--- src/rtl/input_datapath_if.sv ---
// Receive-side bus bundle: host word stream in, packed frame out, plus status.
//   slave  : view used by input_datapath (consumes host words, produces frames)
//   master : view used by whoever drives the host side and sinks the frames
//   src_valid/src_ready/data_in : host word handshake
//   flush                       : discard partial frame
//   sys_valid/sys_ready/systolic_input : frame handshake toward the array
//   beat_count, rx_done          : status for the top-level controller
interface input_datapath_if #(
    parameter int unsigned IN_WIDTH  = 64,
    parameter int unsigned OUT_WIDTH = 512
);
    localparam int unsigned BEATS = OUT_WIDTH / IN_WIDTH;
    localparam int unsigned CNT_W = $clog2(BEATS);

    logic                 src_valid;
    logic                 src_ready;
    logic [IN_WIDTH-1:0]  data_in;
    logic                 flush;
    logic                 sys_ready;
    logic                 sys_valid;
    logic [OUT_WIDTH-1:0] systolic_input;
    logic [CNT_W-1:0]     beat_count;
    logic                 rx_done;

    modport slave (
        input  src_valid,
        input  data_in,
        input  flush,
        input  sys_ready,
        output src_ready,
        output sys_valid,
        output systolic_input,
        output beat_count,
        output rx_done
    );

    modport master (
        output src_valid,
        output data_in,
        output flush,
        output sys_ready,
        input  src_ready,
        input  sys_valid,
        input  systolic_input,
        input  beat_count,
        input  rx_done
    );
endinterface

--- src/rtl/input_datapath.sv ---
// Packs BEATS consecutive IN_WIDTH-bit host words into one OUT_WIDTH-bit frame
// and hands it to the systolic array load port.
//   clk   : system clock, all state on rising edge
//   reset : synchronous, active-high
//   bus   : input_datapath_if.slave
//     src_valid/src_ready/data_in : host word handshake (word 0 lands in lane 0)
//     flush                       : drop partial frame (ignored while a frame is full)
//     sys_valid/sys_ready         : frame handshake, systolic_input held until taken
//     beat_count                  : words captured in the current partial frame
//     rx_done                     : one-cycle pulse the cycle after a frame handoff
module input_datapath #(
    parameter int unsigned IN_WIDTH  = 64,
    parameter int unsigned OUT_WIDTH = 512
) (
    input  logic                  clk,
    input  logic                  reset,
    input_datapath_if.slave       bus
);
    localparam int unsigned BEATS = OUT_WIDTH / IN_WIDTH;
    localparam int unsigned CNT_W = $clog2(BEATS);

    typedef enum logic {
        FILL = 1'b0,
        FULL = 1'b1
    } state_e;

    state_e               state_q, state_d;
    logic [CNT_W-1:0]     beat_count_q, beat_count_d;
    logic [OUT_WIDTH-1:0] frame_q, frame_d;
    logic                 rx_done_q, rx_done_d;

    logic                 src_ready_c;
    logic                 accept_c;
    logic                 last_beat_c;

    // Ready depends only on registered state plus reset/flush; never on sys_ready.
    assign src_ready_c = (state_q == FILL) && !reset && !bus.flush;
    assign accept_c    = bus.src_valid && src_ready_c;
    assign last_beat_c = (beat_count_q == CNT_W'(BEATS - 1));

    // Next-state and datapath update.
    always_comb begin
        state_d      = state_q;
        beat_count_d = beat_count_q;
        frame_d      = frame_q;
        rx_done_d    = 1'b0;

        unique case (state_q)
            FILL: begin
                if (bus.flush) begin
                    beat_count_d = '0;
                end else if (accept_c) begin
                    // Only the addressed lane changes; others keep prior contents.
                    for (int unsigned i = 0; i < BEATS; i++) begin
                        if (beat_count_q == CNT_W'(i)) begin
                            frame_d[i*IN_WIDTH +: IN_WIDTH] = bus.data_in;
                        end
                    end
                    if (last_beat_c) begin
                        beat_count_d = '0;
                        state_d      = FULL;
                    end else begin
                        beat_count_d = beat_count_q + CNT_W'(1);
                    end
                end
            end
            FULL: begin
                // Frame held until the array takes it; flush cannot discard it.
                if (bus.sys_ready) begin
                    state_d   = FILL;
                    rx_done_d = 1'b1;
                end
            end
            default: begin
                state_d = FILL;
            end
        endcase
    end

    // State registers with synchronous reset.
    always_ff @(posedge clk) begin
        if (reset) begin
            state_q      <= FILL;
            beat_count_q <= '0;
            frame_q      <= '0;
            rx_done_q    <= 1'b0;
        end else begin
            state_q      <= state_d;
            beat_count_q <= beat_count_d;
            frame_q      <= frame_d;
            rx_done_q    <= rx_done_d;
        end
    end

    assign bus.src_ready      = src_ready_c;
    assign bus.sys_valid      = (state_q == FULL);
    assign bus.systolic_input = frame_q;
    assign bus.beat_count     = beat_count_q;
    assign bus.rx_done        = rx_done_q;

endmodule

--- src/flat_wrapper.sv ---
// flat-port wrapper written by rule: the top's interface ports become plain ports
module input_datapath_flat 
#(
    parameter int unsigned IN_WIDTH  = 64,
    parameter int unsigned OUT_WIDTH = 512
)
  (clk, reset, bus_src_valid, bus_data_in, bus_flush, bus_sys_ready, bus_src_ready, bus_sys_valid, bus_systolic_input, bus_beat_count, bus_rx_done);
  input_datapath_if #(.IN_WIDTH(IN_WIDTH), .OUT_WIDTH(OUT_WIDTH)) bus_i ();
  input  logic clk;
  input  logic reset;
  input wire logic [$bits(bus_i.src_valid)-1:0] bus_src_valid;
  input wire logic [$bits(bus_i.data_in)-1:0] bus_data_in;
  input wire logic [$bits(bus_i.flush)-1:0] bus_flush;
  input wire logic [$bits(bus_i.sys_ready)-1:0] bus_sys_ready;
  output wire logic [$bits(bus_i.src_ready)-1:0] bus_src_ready;
  output wire logic [$bits(bus_i.sys_valid)-1:0] bus_sys_valid;
  output wire logic [$bits(bus_i.systolic_input)-1:0] bus_systolic_input;
  output wire logic [$bits(bus_i.beat_count)-1:0] bus_beat_count;
  output wire logic [$bits(bus_i.rx_done)-1:0] bus_rx_done;
  assign bus_i.src_valid = bus_src_valid;
  assign bus_i.data_in = bus_data_in;
  assign bus_i.flush = bus_flush;
  assign bus_i.sys_ready = bus_sys_ready;
  assign bus_src_ready = bus_i.src_ready;
  assign bus_sys_valid = bus_i.sys_valid;
  assign bus_systolic_input = bus_i.systolic_input;
  assign bus_beat_count = bus_i.beat_count;
  assign bus_rx_done = bus_i.rx_done;
  input_datapath #(.IN_WIDTH(IN_WIDTH), .OUT_WIDTH(OUT_WIDTH)) u_core (.clk(clk), .reset(reset), .bus(bus_i));
endmodule
--- config.mk ---
export PLATFORM = sky130hd
export DESIGN_NAME = input_datapath_flat
export DESIGN_NICKNAME = d
export VERILOG_FILES = /design/src/rtl/input_datapath_if.sv /design/src/rtl/input_datapath.sv /design/src/flat_wrapper.sv
export SDC_FILE = /design/constraint.sdc
export NUM_CORES = 1
export LEC_CHECK = 0
export CAP_MARGIN = 40
export CORE_AREA = 2 2 226 228
export CTS_CLUSTER_DIAMETER = 30
export DETAILED_ROUTE_END_ITERATION = 8
export DIE_AREA = 0 0 228 230
export PLACE_DENSITY = 0.69
export SLEW_MARGIN = 20
export SYNTH_ARGS = -nofsm -noshare
export SYNTH_HDL_FRONTEND = slang
export SYNTH_SLANG_ARGS = --single-unit
--- constraint.sdc ---
create_clock -name clk -period 4.96 [get_ports clk]
set_input_delay 0.496 -clock clk [delete_from_list [all_inputs] [get_ports clk]]
set_output_delay 0.496 -clock clk [all_outputs]
set_load 0.005 [all_outputs]
==> results of run 1 <==
## worst paths after layout
path,slack (ns),start,endpoint
max,2.22,u_core.bus.beat_count[2],bus_beat_count[2]
min,0.35,reset,u_core.bus.beat_count[2]
max reg2reg,2.30,u_core.bus.beat_count[2],u_core.bus.systolic_input[346]
min reg2reg,0.46,u_core.bus.systolic_input[245],u_core.bus.systolic_input[245]
## layout make-up
| class | count | area share [%] |
|---|---|---|
| Inverter | 7 | 0.0895 |
| Antenna cell | 1 | 0.00852 |
| Clock buffer | 133 | 9.82 |
| Timing Repair Buffer | 627 | 22.0 |
| Clock inverter | 61 | 2.50 |
| Tap cell | 672 | 2.86 |
| Sequential cell | 517 | 35.3 |
| Multi-Input combinational cell | 1571 | 27.5 |
## cell usage in the layout, fill, tap and decap left out, drive strengths merged, types with 3 or more instances in the layout
master,count
a21oi,512
buf,42
bufinv,13
clkbuf,133
clkdlybuf4s50,585
clkinv,32
clkinvlp,8
dfxtp,517
ha,6
inv,15
nand2b,4
nand3,512
nor2,6
nor2b,3
o21ai,512
## routing by layer
metal | routed length (microns) | up-vias | track usage (%)
met1 | 31700 | 10073 | 36.6
met5 | 0 | - | 0
met4 | 4640 | 0 | 18.0
met3 | 8400 | 277 | 8.10
met2 | 38600 | 1272 | 47.7
li1 | - | 9447 | -
## stage by stage
| stage | cells | cell area (sq um) |
|---|---|---|
| 2_1_floorplan | 2440 | 19800 |
| 3_3_place_gp | 3383 | 25500 |
| 3_5_place_dp | 3391 | 25700 |
| 4_1_cts | 3585 | 29300 |
| 5_1_grt | 3588 | 29400 |
| 6_report | 3589 | 29400 |
## sequential cells by signal (all words and copies together) (netlist names)
| name | flops |
|---|---|
| u_core.bus.beat_count | 3 |
| u_core.bus.rx_done | 1 |
| u_core.bus.sys_valid | 1 |
| u_core.bus.systolic_input | 512 |
## power by group
group / total, mW / switching, mW / internal, mW / leakage (nW)
sequential: 4.20 / 0.0124 / 4.19 / 4.17
clock: 7.10 / 2.32 / 4.77 / 1.78
combinational: 0.464 / 0.333 / 0.131 / 3.51
## cell families (layout without fill, tap and decap cells)
family / after synthesis / after routing / share of synthesized area (%)
AO/OA/AOI/OAI: 1029 / 1029 / 26.2
AND/OR/NAND/NOR: 536 / 536 / 13.7
flip-flops: 517 / 517 / 52.3
buffers and inverters: 352 / 828 / 7.38
adder cells (fa/ha/maj): 6 / 6 / 0.380
other: 0 / 1 / 0
==> impl_metrics.tcl, run 1 <==
set metrics [dict create \
    final_nets 2903 \
    synth_async_sr_flop_share_pct 0 \
    clk_root_buffer_cell "clkbuf_16" \
    overflow 0 \
    detail_route_antenna_nets 0 \
    die_h_microns 230 \
    grt_max_degree 193 \
    p_total_mw 11.8 \
    reg2regPathDepth 5 \
    crit_path_max_incr_delay_ns 0.85 \
    finalCritPeriodShare_pct 55.3 \
    dp.final_hpwl_microns 51000 \
    cts_tree "yes" \
    ys_ff_latch 517 \
    critical_path_peak_fanout 16 \
    critical-path-top-delay-family "flip-flops" \
    power-per-cell-area_nw_per_um2 401 \
    synth_top_flop_cell "dfxtp_1" \
    min_delay_path_depth 2 \
    fillerInstances 4364 \
    clock_path_buffers 3 \
    ff_latch_area_sq_um 10300 \
    cts.htree.levels 3 \
    place_worst_setup_slack_ns 1.89 \
    multiInputGateArea_sq_um 8080 \
    maximum_clock_rate_mhz 365 \
    worst_min_delay_path_class "in -> reg" \
    global_route.usage.total_pct 30.1 \
    clock-skew-final_ns 0.0173 \
    final_max_slew_viol_count 0 \
    yosys-top-cells-count "dfxtp_1, a21oi_1, nand3_1" \
    via_count 21069 \
    wl_microns 83400 \
    unrepaired_setup_endpoints_after_global_routing "false" \
    cts_inserted_buffers 104 \
    crit_end_category "output port" \
    drc 0 \
    clkSlewWorstSetupHoldPaths_ns 0.04 \
    cp_data_required_time_ns 4.46 \
    rows 82 \
    synthesis.instances 2440 \
    finalWorstSetupSlack_ns 2.22 \
    cts.sink_count 517 \
    maxCapViolCount 0 \
    run_status "completed" \
    critical_path_buf_inv_count 1 \
    post-synth-top-count-cell "dfxtp_1" \
    critical-path-slowest-cell "dfxtp_1" \
    crit_path_cell_trace "clkdlybuf4s50_1" \
    area_delta_synth_final_pct 48.5 \
    synth-edff-count 0 \
    grt_first_pass_wirelength_microns 124000 \
    leakagePower_nw 9.46 \
    yosys.area.top_type "dfxtp_1" \
    first_pass_iters 6 \
    post_cts.resized_instances 0 \
    synth_fp_nets 2515 \
    crit_arrival_ns 2.24 \
    synth_area_per_cell_sq_um 8.10 \
    min_tclk_post_route_ns 2.74 \
    routed_wire_length_per_instance_microns 23.2 \
    worstSetupPathDepth 1 \
    timing_hold_violations_final 0 \
    post_route_cells_drive_above_1_share_pct 8.44 \
    clock_insertion_delay_at_the_later_pin_of_the_skew_report_ns 0.63 \
    synthesis.area_sq_um 19800 \
    core_region_area_sq_um 49900 \
    i_o_pin_count 587 \
    count_of_cell_types_in_the_netlist 30 \
    netlist_top_cells_area "dfxtp_1, a21oi_1, nand3_1" \
    die_width_microns 228 \
    finalCoreUtilization_pct 58.9 \
    worstSetupStartpointType "register" \
    viasPerCell 5.87 \
    hold_buffers 0 \
    antenna_violations_before_repair 0 \
    timing.setup.tns_ns 0 \
    synth-seq-area-share_pct 52.3 \
    floorplan.initialDensity_pct 39.7 \
    setup.worst_path.class "reg -> out" \
    vdd_ir_max_uv 266 \
    io_buffers 586 \
    floorplan.die_area_sq_um 52400 \
    postCtsSetupBuffers 0 \
    ys_warn_count 0 \
    yosys_top_cell_area_share_pct 52.3 \
    first_global_vias 20024 \
    timing.slew.headroom_pct 19.6 \
    transition_at_the_pin_with_the_smallest_max_transition_slack_ns 1.21 \
    hold_ws_ns 0.349 \
    setup_viol_count_final 0 \
    initialDrtViolationCount 2515 \
    routability_congestion_estimate 0.834 \
]
Power figures use the tool's default switching activity.
==> run 2, diff against run 1 <==
==> constraint.sdc (replaced) <==
create_clock -name clk -period 2.8 [get_ports clk]
set_input_delay 0.28 -clock clk [delete_from_list [all_inputs] [get_ports clk]]
set_output_delay 0.28 -clock clk [all_outputs]
set_load 0.005 [all_outputs]
==> impl_metrics.tcl, run 2 (synthesis results as in run 1) <==
set metrics [dict create \
    run_status "completed" \
    crit_arrival_ns 2.10 \
    cts.htree.levels 3 \
    floorplan.initialDensity_pct 39.7 \
    overflow 0 \
    timing.setup.tns_ns 0 \
    setup_viol_count_final 0 \
    antenna_violations_before_repair 2 \
    crit_path_max_incr_delay_ns 0.70 \
    clk_root_buffer_cell "clkbuf_16" \
    area_delta_synth_final_pct 50.3 \
    cts_inserted_buffers 106 \
    clock-skew-final_ns 0.0240 \
    ff_latch_area_sq_um 10300 \
    critical-path-slowest-cell "clkdlybuf4s50_1" \
    die_h_microns 230 \
    critical_path_buf_inv_count 2 \
    dp.final_hpwl_microns 52000 \
    rows 82 \
    post_cts.resized_instances 0 \
    unrepaired_setup_endpoints_after_global_routing "false" \
    swShare_pct 22.7 \
    switching_power_mw 4.85 \
    multiInputGateArea_sq_um 8080 \
    die_width_microns 228 \
    maxCapViolCount 0 \
    first_pass_iters 8 \
    cp_data_required_time_ns 2.52 \
    power-per-cell-area_nw_per_um2 720 \
    reg2regPathDepth 6 \
    fillerInstances 4264 \
    initialDrtViolationCount 2726 \
    clock_share_of_power_pct 61.2 \
    pwr-share-seq_pct 34.8 \
    global_route.usage.total_pct 30.7 \
    detail_route_antenna_nets 0 \
    routability_congestion_estimate 0.836 \
    worstSetupEndpoint "bus_beat_count[2]" \
    finalCritPeriodShare_pct 85.1 \
    setup.worst_path.class "reg -> out" \
    finalCoreUtilization_pct 59.6 \
    crit_path_cell_trace "buf_4, clkdlybuf4s50_1" \
    cts.sink_count 517 \
    maximum_clock_rate_mhz 420 \
    worst_r2r_endpoint "u_core.bus.systolic_input[293]" \
    clock_path_buffers 3 \
    hold_buffers 1 \
    core_region_area_sq_um 49900 \
    reg_to_reg_startpoint "u_core.bus.beat_count[0]" \
    crit_path_start "u_core.bus.beat_count[2]" \
    transition_at_the_pin_with_the_smallest_max_transition_slack_ns 0.892 \
    post_route_cells_drive_above_1_share_pct 8.81 \
    min_delay_path_depth 3 \
    clkSlewWorstSetupHoldPaths_ns 0.05 \
    vdd_ir_max_uv 446 \
    crit_end_category "output port" \
    power_report.internal_total_mw 16.5 \
    layout_common_cells "clkdlybuf4s50_1, dfxtp_1, nand3_1, a21oi_1, o21ai_0" \
    clock_insertion_delay_at_the_later_pin_of_the_skew_report_ns 0.65 \
    critical-path-top-delay-family "buffers and inverters" \
    grt_max_degree 179 \
    leakagePower_nw 9.59 \
    largest_register_ffs 512 \
    i_o_pin_count 587 \
    final_max_slew_viol_count 0 \
    worstSetupPathDepth 2 \
    floorplan.die_area_sq_um 52400 \
    min_tclk_post_route_ns 2.38 \
    worst_min_delay_path_class "in -> reg" \
    wl_microns 84700 \
    final_nets 2919 \
    routed_wire_length_per_instance_microns 23.5 \
    final_common_cell "clkdlybuf4s50_1" \
    io_buffers 586 \
    first_global_vias 20275 \
    cts_tree "yes" \
    via_count 21266 \
    worstSetupStartpointType "register" \
    grt_first_pass_wirelength_microns 125000 \
    p_comb_share_pct 4.0 \
    timing.slew.headroom_pct 40.5 \
    critical_path_peak_fanout 10 \
    setup.reg_to_reg.worst_slack_ns 0.67 \
    viasPerCell 5.90 \
    drc 0 \
    postCtsSetupBuffers 0 \
    timing_hold_violations_final 0 \
]
run 2: worst min path at each step:
stage,startpoint,to,slack [ns]
after global routing,bus_sys_ready,u_core.bus.rx_done,0.26
after floorplan,bus_sys_ready,u_core.bus.sys_valid,0.37
final,bus_sys_ready,u_core.bus.rx_done,0.24
after detailed placement,u_core.bus.systolic_input[198],u_core.bus.systolic_input[198],0.46
after CTS,bus_sys_ready,u_core.bus.rx_done,0.20
after global placement,u_core.bus.systolic_input[198],u_core.bus.systolic_input[198],0.45
run 2: final cells by class:
type	instances	area share (%)
Sequential cell	517	34.8
Multi-Input combinational cell	1571	27.2
Timing Repair Buffer	641	22.4
Clock buffer	141	10.2
Tap cell	672	2.83
Clock inverter	52	2.55
Inverter	7	0.0884
Antenna cell	1	0.00842
run 2: power groups by stage:
stage          clock network (mW)  logic [mW]  registers (mW)
5_1_grt                      13.6       0.896            7.44
3_3_place_gp                    0       0.823            7.58
2_1_floorplan                   0       0.420            7.58
6_report                     13.1       0.862            7.44
3_5_place_dp                    0       0.835            7.58
4_1_cts                      13.2       0.840            7.44
run 2: layer usage:
layer	vias up	part of all wire, %	global-route usage (%)
met4	0	5.2	17.5
li1	9491	-	-
met2	1338	46	49.0
met1	10189	38	37.8
met3	248	10	7.63
met5	-	0	0
run 2: worst min-delay path, stage by stage:
cell and delay (ns):
clkdlybuf4s50_1 0.46, inv_1 0.07, nor2_1 0.04
run 2: stage by stage:
step / instances / power (mW) / hold WS, ns / cell area [sq um] / setup WS (ns)
finish: 3602 / 21.4 / 0.244 / 29700 / 0.417
global route: 3602 / 21.9 / 0.258 / 29700 / 0.359
CTS: 3601 / 21.5 / 0.204 / 29700 / 0.368
detailed placement: 3407 / 8.41 / 0.458 / 25900 / 0.282
global placement: 3406 / 8.40 / 0.451 / 25900 / 0.332
floorplan: 2440 / 8.00 / 0.374 / 19800 / 1.01
